<file path="src/rtl/fetch_sequencer_pkg.sv">
// Shared definitions for the fetch sequencer: legacy opcode/width defines,
// sequencer state encoding and the NOP instruction word.
`ifndef FETCH_SEQUENCER_DEFINES
`define FETCH_SEQUENCER_DEFINES
`define PM_ID_INS_WIDTH 6
`define OPCODE_NOP  4'h0
`define OPCODE_LOAD 4'h1
`define OPCODE_ADD  4'h2
`define OPCODE_SUB  4'h3
`define OPCODE_JMP  4'h4
`define OPCODE_OUT  4'h5
`endif

package fetch_sequencer_pkg;

    typedef enum logic [1:0] {
        FS_IDLE = 2'd0,
        FS_RUN  = 2'd1,
        FS_HALT = 2'd2
    } fs_state_t;

    localparam int unsigned OPCODE_W = 4;

    // Instruction word = {opcode, 2-bit operand}
    localparam logic [`PM_ID_INS_WIDTH-1:0] NOP_INS = {`OPCODE_NOP, 2'b00};

endpackage

</file>
<file path="src/rtl/fetch_sequencer.sv">
// Instruction fetch sequencer: owns PC and IR, provides run/step/halt control,
// jump redirect and downstream stall handling in front of program memory.
module fetch_sequencer
    import fetch_sequencer_pkg::*;
#(
    parameter int unsigned ADDR_W    = 5,
    parameter int unsigned INS_W     = `PM_ID_INS_WIDTH,
    parameter int unsigned LAST_ADDR = 31,
    parameter bit          WRAP_EN   = 1'b0
) (
    input  logic              clk,
    input  logic              rst,
    input  logic              run_en,
    input  logic              step_req,
    input  logic              halt_req,
    input  logic              restart,
    input  logic              stall,
    input  logic              jmp_valid,
    input  logic [ADDR_W-1:0] jmp_addr,
    output logic [ADDR_W-1:0] pm_addr,
    input  logic [INS_W-1:0]  pm_ins,
    output logic [INS_W-1:0]  ir,
    output logic [ADDR_W-1:0] ir_pc,
    output logic              ir_valid,
    output logic              halted
);

    localparam logic [ADDR_W-1:0] LAST = ADDR_W'(LAST_ADDR);
    localparam logic [INS_W-1:0]  NOP  = INS_W'(NOP_INS);

    fs_state_t         state, state_n;
    logic [ADDR_W-1:0] pc, pc_n;
    logic [INS_W-1:0]  ir_n;
    logic [ADDR_W-1:0] ir_pc_n;
    logic              ir_valid_n;
    logic              fire;

    assign pm_addr = pc;

    assign fire = !stall && !jmp_valid &&
                  (((state == FS_RUN) && run_en) || ((state == FS_IDLE) && step_req));

    always_ff @(posedge clk) begin
        if (rst) begin
            state    <= FS_IDLE;
            pc       <= '0;
            ir       <= NOP;
            ir_pc    <= '0;
            ir_valid <= 1'b0;
            halted   <= 1'b0;
        end else begin
            state    <= state_n;
            pc       <= pc_n;
            ir       <= ir_n;
            ir_pc    <= ir_pc_n;
            ir_valid <= ir_valid_n;
            halted   <= (state_n == FS_HALT);
        end
    end

    always_comb begin
        state_n    = state;
        pc_n       = pc;
        ir_n       = ir;
        ir_pc_n    = ir_pc;
        ir_valid_n = 1'b0;

        if (restart) begin
            pc_n    = '0;
            state_n = FS_IDLE;
        end else if (state != FS_HALT) begin
            if (halt_req) begin
                state_n = FS_HALT;
            end else begin
                // run_en governs IDLE<->RUN independently of jump/stall;
                // end-of-program below may still override to HALT.
                if ((state == FS_IDLE) && run_en) begin
                    state_n = FS_RUN;
                end else if ((state == FS_RUN) && !run_en) begin
                    state_n = FS_IDLE;
                end

                if (jmp_valid) begin
                    pc_n = jmp_addr;
                end else if (stall) begin
                    ir_valid_n = ir_valid;
                end else if (fire) begin
                    ir_n       = pm_ins;
                    ir_pc_n    = pc;
                    ir_valid_n = 1'b1;
                    if (pc == LAST) begin
                        if (WRAP_EN) begin
                            pc_n = '0;
                        end else begin
                            state_n = FS_HALT;
                        end
                    end else begin
                        pc_n = pc + ADDR_W'(1);
                    end
                end
            end
        end
    end

endmodule

</file>
<file path="config.mk">
export PLATFORM = sky130hd
export DESIGN_NAME = fetch_sequencer
export DESIGN_NICKNAME = d
export VERILOG_FILES = /design/src/rtl/fetch_sequencer_pkg.sv /design/src/rtl/fetch_sequencer.sv
export SDC_FILE = /design/constraint.sdc
export NUM_CORES = 1
export LEC_CHECK = 0
export ABC_AREA = 1
export CORE_ASPECT_RATIO = 1.4
export CORE_UTILIZATION = 40
export CTS_CLUSTER_DIAMETER = 80
export DETAILED_ROUTE_END_ITERATION = 10
export GPL_ROUTABILITY_DRIVEN = 1
export PLACE_DENSITY = 0.77
export RECOVER_POWER = 100
export SKIP_CTS_REPAIR_TIMING = 1
export SYNTH_ARGS = -nofsm -noshare
export SYNTH_HDL_FRONTEND = slang
export SYNTH_SLANG_ARGS = --single-unit
export TNS_END_PERCENT = 100
</file>
<file path="constraint.sdc">
create_clock -name clk -period 1.8 [get_ports clk]
set_input_delay 0.36 -clock clk [delete_from_list [all_inputs] [get_ports clk]]
set_output_delay 0.36 -clock clk [all_outputs]
set_load 0.02 [all_outputs]
</file>
==> run_results.csv <==
group,metric,value,unit
route,ant_nets,0,
logic_synthesis,yosysSeqAreaShare,0.426,
final_layout,n_antenna_cell,0,
place,hpwlAfterDp,1.72,mm
setup_path,critPathTopFamily,"buffers and inverters",
route,routedWlPerCell,11.5,µm
logic_synthesis,synth_nets,147,
clocking,cts_root_buf,"clkbuf_4",
timing,final.setup.tns,0,ns
setup_path,cp-start-kind,"register",
route,num_vias,928,
run,maxCapViolations,0,
setup_path,cp_slowest_cell,"clkdlybuf4s50_1",
timing,rsz0062_at_grt,"false",
route,drc_errors,0,
timing,finalHoldViolCount,0,
die,fp.dieW,43.0,µm
die,die_h,59.4,µm
final_layout,mostFrequentLayoutCells,"30 x nor2_1, 20 x dfxtp_1, 20 x clkdlybuf4s50_1",
global_routing,grt_pass1_wl,3.82,mm
min_path,hold_class,"reg -> reg",
setup_path,arrival,1.38,ns
timing,setup-violations-final,0,
global_routing,grt_max_degree,13,
timing,clock.fmax,0.574,GHz
final_layout,final_util,0.602,
setup_path,worstSetupPathType,"reg -> out",
logic_synthesis,yosys.cell_types.count,24,
global_routing,grt_use_total,0.191,
power_and_ir_drop,power_density,615,mW/mm²
route,vias_per_cell,4.96,
setup_path,crit_fanout,6,
die,core_area,0.00220,mm²
clocking,htree_levels,1,
power_and_ir_drop,vdd_ir_drop_max,439,µV
clocking,cts_tree,"built",
route,drt_iter0_markers,26,
place,gp_congestion,0.820,
final_layout,drive_gt1_frac,0.0727,
timing,period_minus_slack,1.74,ns
power_and_ir_drop,p_leak,0.617,nW
logic_synthesis,ys_seq_elements,20,
setup_path,crit_chain,"clkdlybuf4s50_1",
timing,skew,0.00283,ns
logic_synthesis,syn_area,941,µm²
final_layout,area_growth,40.8,%
clocking,clk_latency,0.30,ns
global_routing,grt_antenna_before_repair,0,
die,dieArea,0.00255,mm²
logic_synthesis,ys_warn_count,0,
die,start_util,0.427,
clocking,cts.sinks,20,
clocking,cts_made_buffers,3,
place,portBuffers,36,
clocking,path_clk_slew,0.11,ns
timing,whs,0.470,ns
setup_path,path_buf_inv,1,
final_layout,fill_cells,210,
die,io_pins,37,
global_routing,grt-ovfl-total,0,
timing,tightestPinTransition,0.504,ns
setup_path,crit_path_end_kind,"primary output",
timing,period_share,0.968,
route,first_pass_iters,4,
timing,slew_headroom,0.664,
die,std_cell_rows,20,
global_routing,grt_pass1_vias,929,
final_layout,mostFrequentLayoutCell,"nor2_1",
outcome,status,"complete, no violations",
route,wl,2.15,mm
timing,drv_slew,0,
clocking,cts_buffer_depth,2,
logic_synthesis,avgSynthCellArea,7.47,µm²
logic_synthesis,syn_inst,126,
setup_path,critPathMaxStageDelay,0.65,ns
setup_path,worst_ep_required_time,1.44,ns
final_layout,final_nets,188,
==> worst register-to-register path, cell delays in order, from the launching register on <==
cell and delay (ns):
dfxtp_1 0.48, ha_1 0.23, nand2_1 0.07, nor2_1 0.10, ha_1 0.17, inv_1 0.04
nand3_1 0.09, nand2_2 0.14, a21oi_1 0.17, nor2_1 0.06
==> synth_stat cells, drive strengths merged <==
library cell  count  area (µm²)
nand3            11        55.1
nand2            18        80.1
mux2i             3        30.0
clkinv            1        8.76
ha                2        25.0
buf               3        27.5
nand4             1        6.26
a21oi             9        48.8
a31oi             1        6.26
o21ai            11        58.8
dfxtp            20         400
inv              11        41.3
clkbuf            1        3.75
xor2              1        8.76
nor2             32         135
nor3              1        5.00
==> cell type report <==
cell class / count / area [µm²] / share of cell area
clock buffer: 3 / 22.5 / 0.0170
sequential: 20 / 400 / 0.302
timing repair buffer: 40 / 374 / 0.282
multi-input combinational: 90 / 455 / 0.344
tap: 22 / 27.5 / 0.0208
inverter: 12 / 45.0 / 0.0340
==> layer usage <==
metal	wire (µm)	share of wire	global-route usage	up-vias
li1	-	-	-	487
met1	917	0.43	0.233	405
met2	1100	0.51	0.342	34
met3	112	0.052	0.0305	2
met4	21	0.0098	0.0606	0
met5	0	0	0	-
==> flip-flops by register name, indices dropped and copies added, names as in the netlist <==
register  count
halted        1
ir            6
ir_pc         5
ir_valid      1
pm_addr       5
state         2
==> where the power goes <==
group	switching [mW]	internal [mW]
logic	0.0699	0.0721
registers	0.0105	0.454
clock network	0.131	0.0780
total	0.211	0.604
==> through the flow <==
| stage | setup WS (ns) | instance area, µm² | total power [mW] | cells |
|---|---|---|---|---|
| floorplan | 0.243 | 941 | 0.550 | 126 |
| global placement | 0.0978 | 1330 | 0.620 | 184 |
| detailed placement | 0.0470 | 1330 | 0.625 | 184 |
| CTS | 0.0136 | 1350 | 0.830 | 187 |
| global route | 0.00249 | 1330 | 0.860 | 187 |
| finish | 0.0573 | 1330 | 0.815 | 187 |
==> cell families after synthesis <==
group / synth area share
AOI/OAI and AO/OA: 0.121
xor gates and xnor gates: 0.00931
adders and majority gates: 0.0266
buffers and inverters: 0.0864
DFF: 0.426
muxes: 0.0319
and+or+nand+nor: 0.299
==> worst paths after layout <==
path              slack (ns)  startpoint  cells past startpoint          to
setup / recovery        0.06  pm_addr[1]                      1  pm_addr[1]
hold / removal          0.47    ir_valid                      2    ir_valid
setup reg to reg        0.15  pm_addr[0]                      9  pm_addr[2]
hold reg to reg         0.47    ir_valid                      2    ir_valid
Power figures use the tool's default switching activity.
